<file path="config.mk">
export PLATFORM = sky130hd
export DESIGN_NAME = ttl194_universal_register
export DESIGN_NICKNAME = d
export VERILOG_FILES = /design/src/rtl/ttl194_universal_register.sv
export SDC_FILE = /design/constraint.sdc
export NUM_CORES = 1
export LEC_CHECK = 0
export ABC_CLOCK_PERIOD_IN_PS = 3400
export BUFFER_PORTS_ARGS = -buffer_cell sky130_fd_sc_hd__buf_2
export CAP_MARGIN = 25
export CORE_MARGIN = 8
export CORE_UTILIZATION = 40
export CTS_BUF_LIST = sky130_fd_sc_hd__clkbuf_4
export CTS_CLUSTER_SIZE = 16
export DETAILED_ROUTE_END_ITERATION = 16
export PLACE_DENSITY = 0.75
export SLEW_MARGIN = 20
export SYNTH_ARGS = -nofsm -noshare
export SYNTH_HDL_FRONTEND = slang
export SYNTH_SLANG_ARGS = --single-unit
export TNS_END_PERCENT = 1
</file>
<file path="constraint.sdc">
create_clock -name CLK -period 3.4 [get_ports CLK]
set_input_delay 0.17 -clock CLK [delete_from_list [all_inputs] [get_ports CLK]]
set_output_delay 0.17 -clock CLK [all_outputs]
set_load 0.05 [all_outputs]
</file>
<file path="src/rtl/ttl194_universal_register.sv">
// ----------------------------------------------------------------------------
// ttl194_universal_register
//
// WIDTH-bit universal shift register in the 74x194 family style, widened, with
// a selectable inverting data path. One rising-edge clock domain, asynchronous
// active-low clear. Supported actions are hold, ones-complement in place,
// shift right, shift left and parallel load.
//
// Ports
//   CLK     in   1      rising-edge clock
//   CLR_n   in   1      asynchronous active-low clear (Q -> 0)
//   S       in   2      mode: 00 hold/complement, 01 shift right,
//                             10 shift left, 11 load
//   INV     in   1      invert load data and serial inputs; in mode 00 it
//                       selects complement instead of hold
//   D       in   WIDTH  parallel load data
//   DSR     in   1      serial input for shift right (enters bit 0)
//   DSL     in   1      serial input for shift left (enters bit WIDTH-1)
//   Q       out  WIDTH  register contents
//   QR_OUT  out  1      Q[WIDTH-1], the bit a right shift pushes out
//   QL_OUT  out  1      Q[0], the bit a left shift pushes out
// ----------------------------------------------------------------------------
module ttl194_universal_register #(
    parameter int WIDTH             = 8,
    // Clock-to-Q / clear-to-Q delay in ns. The delay belongs to timing
    // constraints and back-annotation; the synthesizable model is zero-delay.
    parameter int PROPAGATION_DELAY = 10
) (
    input  logic             CLK,
    input  logic             CLR_n,
    input  logic [1:0]       S,
    input  logic             INV,
    input  logic [WIDTH-1:0] D,
    input  logic             DSR,
    input  logic             DSL,
    output logic [WIDTH-1:0] Q,
    output logic             QR_OUT,
    output logic             QL_OUT
);

    // Elaboration-time parameter sanity checks.
    if (WIDTH < 2) begin : g_width_check
        $error("ttl194_universal_register: WIDTH must be >= 2 (got %0d)", WIDTH);
    end
    if (PROPAGATION_DELAY < 0) begin : g_delay_check
        $error("ttl194_universal_register: PROPAGATION_DELAY must be >= 0 (got %0d)",
               PROPAGATION_DELAY);
    end

    typedef enum logic [1:0] {
        MODE_HOLD  = 2'b00,
        MODE_SHR   = 2'b01,
        MODE_SHL   = 2'b10,
        MODE_LOAD  = 2'b11
    } mode_e;

    logic [WIDTH-1:0] q_q;
    logic [WIDTH-1:0] q_d;
    logic             dsr_x;
    logic             dsl_x;

    // Inverting data path applied to the serial inputs.
    assign dsr_x = DSR ^ INV;
    assign dsl_x = DSL ^ INV;

    always_comb begin
        // NOTE: default assignment first so every path drives q_d; without it
        // an uncovered branch would infer a latch.
        q_d = q_q;
        case (S)
            MODE_HOLD: q_d = INV ? ~q_q : q_q;
            MODE_SHR:  q_d = {q_q[WIDTH-2:0], dsr_x};
            MODE_SHL:  q_d = {dsl_x, q_q[WIDTH-1:1]};
            MODE_LOAD: q_d = D ^ {WIDTH{INV}};
            // An unknown mode select poisons the word rather than guessing.
            default:   q_d = {WIDTH{1'bx}};
        endcase
    end

    // NOTE: sequential state uses non-blocking assignment so all flops
    // sample their next-state values from the same edge.
    always_ff @(posedge CLK or negedge CLR_n) begin
        if (!CLR_n) begin
            q_q <= '0;
        end else begin
            q_q <= q_d;
        end
    end

    // Serial outputs are taps of the stored word, not separate flops.
    assign Q      = q_q;
    assign QR_OUT = q_q[WIDTH-1];
    assign QL_OUT = q_q[0];

endmodule

</file>
-- After elaboration in Yosys (flattened, before gate mapping)
Index checks and enable logic that the tools add are counted.
- flip-flop bits (word level): 8
- mux-type cells: 2
- reductions and logical operators: 1
- bitwise logic cells: 4
- equal/unequal tests: 4
- operators by type and width (cell ; count):
    one-hot mux 8 bit (4 select lines) ; 1
    two-way mux 8 bit ; 1
    inverter 8 bit ; 1
    bitwise XOR 8 bit ; 1
    equality test 2 bit (second input constant) ; 2
    equality test 2 x 1 -> 1 bit (second input constant) ; 1
    zero test 2 bit ; 1
    != test 2 bit (second input constant) ; 1
    bitwise XOR 1 bit ; 2

-- Depth between registers and ports, before layout
- depth in word-level cells: 3
- mapped depth: 5
- gate-level depth less buffers: 3

-- Worst setup path after synthesis
No wires, ideal clock.
- path kind: register to register
- start point: register q_q[1], in the netlist Q[1]
- end point: register q_q[1], in the netlist Q[1]
- stages on the path, launching flop included: 3
- data arrival time: 1.228 ns
- slack: 2.034 ns
- library setup time: 0.138 ns
- required time: 3.262 ns
- path through: dfrtp_1 xor2_1 mux4_2
- word-level cells in the longest chain between the ends: 3
- RTL lines (element ; line ; RTL):
    start, declared ; 57 ; logic [WIDTH-1:0] q_q;
    start signal, assigned ; 86 ; q_q <= q_d;
    inverter 8 bit ; 71 ; MODE_HOLD: q_d = INV ? ~q_q : q_q;
    two-way mux 8 bit ; 71 ;
    one-hot mux 8 bit (4 select lines) ; 70 ; case (S)
No other way between the ends. The select of a mux whose other input is x is not followed.
A chain may end at the register's enable or synchronous reset.

-- Final worst setup path
- start point: register q_q[4], in the netlist Q[4]
- end point: register q_q[4], in the netlist Q[4]
The elaborated chain is that of the path after synthesis.

==> results.json <==
{
  "clk_latency_ps": 260,
  "synth_area_per_cell_um2": 13.19,
  "post-route-period-util": 0.3434,
  "wire_per_inst_um": 15.91,
  "critPathKind": "register to register",
  "grt-ovfl-total": 0,
  "antenna_left": 0,
  "critPathMaxFanout": 4,
  "synth_seq_cells": 8,
  "ys_seq_area_frac": 0.3448,
  "die_w_um": 54.10,
  "start_util": 0.4353,
  "dr.pass1.iters": 4,
  "synth_ff_type": "dfrtp_1",
  "area_growth_pct": 21.34,
  "synth.most_common_cell": "xor2_1",
  "setup_viol": 0,
  "drv_slew": 0,
  "grt_pass1_wl_um": 2035,
  "die_h_um": 54.10,
  "fin_skew_ps": 2.540,
  "nets": 83,
  "ff_latch_area_um2": 200.2,
  "worst_pin_slew_ps": 423.4,
  "status": "complete, no violations",
  "syn_area_um2": 580.6,
  "synthMuxAreaShare": 0.2866,
  "syn_inst": 44,
  "synth_top_cells_by_area": "dfrtp_1 34%, mux4_2 23%, xor2_1 20%",
  "ctsHoldBuffers": 1,
  "syn-num-nets": 59,
  "n_fill_cell": 126,
  "async_flop_share": 1.000,
  "dp_hpwl_um": 1018,
  "track_usage": 0.09679,
  "dpl_cell_area_um2": 671.9,
  "end_kind": "register",
  "die_area_um2": 2926,
  "drive_above_1_share": 0.5152,
  "synth-edff-count": 0,
  "rsz0062_at_grt": "false",
  "ys_warn_count": 0,
  "synth_xor_xnor_area_share": 0.2414,
  "fp.coreArea_um2": 1334,
  "antenna_cells": 0,
  "relSlewSlack": 0.7177,
  "start_kind": "register",
  "tns_ps": 0,
  "clk_pin_slew_worst_paths_ps": 60,
  "cp.required_ps": 3530,
  "clock-root-buffer": "clkbuf_4",
  "rows": 13,
  "finalWeightedCongestion": 0.6488,
  "hold_path.class": "primary input to register",
  "antenna_found_initial": 0,
  "routed_wl_um": 1289,
  "synth_compound_area_frac": 0.03879,
  "yosys.area_share.adder": 0,
  "cellLeakagePower_nw": 0.3315,
  "period_needed_ps": 1167,
  "drcViolationCount": 0,
  "portBuffers": 24,
  "ys_top_cells_by_count": "13 x xor2_1, 8 x dfrtp_1, 6 x mux4_2",
  "largest_reg_flops": 8,
  "cts_tree": "yes",
  "cts_setup_buffers": 0,
  "synthSimpleGateAreaFrac": 0.006466,
  "yosys.area.top_type": "dfrtp_1",
  "rrSetupSlack_ps": 2230,
  "fmaxAchievable_mhz": 856.6,
  "htreeDepth": 1,
  "clk_path_buf_depth": 2,
  "numCtsBuffers": 3,
  "via_count": 427,
  "io_pins": 25,
  "yosys.area.top_type_share": 0.3448,
  "arrival_ps": 1290,
  "pwr_density_cell_nw_per_um2": 671.7,
  "cts_resized": 0,
  "grt_pass1_vias": 452,
  "drv_cap": 0,
  "grt_max_degree": 17,
  "synth_top_family_by_area": "multiplexers",
  "fin_area_um2": 704.4,
  "cts_sinks": 8,
  "ys_types": 14,
  "hold_viol": 0,
  "peakVddDrop_v": 0.0003862,
  "initialDrtViolationCount": 6,
  "via_per_inst": 5.272,
  "multi_input_area_um2": 332.8
}
path summary, 6_finish.rpt:
check / cells past startpoint / from / endpoint
setup / recovery: 2 / Q[4] / Q[4]
hold / removal: 2 / S[0] / Q[7]
setup reg to reg: 2 / Q[4] / Q[4]
hold reg to reg: 1 / Q[7] / Q[6]
max in group asynchronous: 2 / CLR_n / Q[0]
min in group asynchronous: 2 / CLR_n / Q[5]
cell usage in the layout (no fill, tap or decap):
master	n
mux4_2	6
nand2_1	1
xor2_1	13
xnor2_1	3
o21ai_0	2
clkbuf_4	3
buf_2	24
mux2_2	1
mux2i_1	2
o21bai_1	1
a21oi_1	1
dlygate4sd3_1	1
dfrtp_1	8
logic make-up after synthesis:
group / after synthesis
XOR/XNOR: 16
multiplexers: 9
flip-flops: 8
buffers and inverters: 6
AO/OA/AOI/OAI: 4
AND/OR/NAND/NOR: 1
layer usage:
metal,share of wire,global-route usage,vias up
li1,-,-,197
met1,0.42,0.1129,209
met2,0.48,0.1467,21
met3,0.095,0.04408,0
met4,0,0.04918,0
met5,0,0,-
report_power, final:
group / switching, W / internal (W) / total, W
Sequential: 0.0000329 / 0.000122 / 0.000155
Combinational: 0.000159 / 0.0000838 / 0.000243
Clock: 0.0000348 / 0.0000406 / 0.0000754
Total: 0.000226 / 0.000247 / 0.000473
layout make-up:
cell class / instances / share of cell area
flip-flops and latches: 8 / 0.2842
repair buffers: 25 / 0.1847
multi-input cells: 30 / 0.4725
clock buffers: 3 / 0.03197
well taps: 15 / 0.02664
worst max-delay path, stage by stage (launching register included):
cell,delay (ps)
dfrtp_1,410
xor2_1,160
mux4_2,470
per-stage QoR:
| stage | hold slack (ps) | instances | util | worst slack (ps) | power (W) |
|---|---|---|---|---|---|
| global route | 293.6 | 81 | 0.5281 | 2188 | 0.0004981 |
| CTS | 265.1 | 81 | 0.5281 | 2221 | 0.0004819 |
| global placement | 24.28 | 77 | 0.5038 | 2150 | 0.0003949 |
| finish | 274.1 | 81 | 0.5281 | 2233 | 0.0004731 |
| detailed placement | 29.96 | 77 | 0.5038 | 2113 | 0.0004008 |
| floorplan | -125.6 | 44 | - | 2034 | 0.0003477 |
Note: power is estimated with default switching activity, not from simulation.
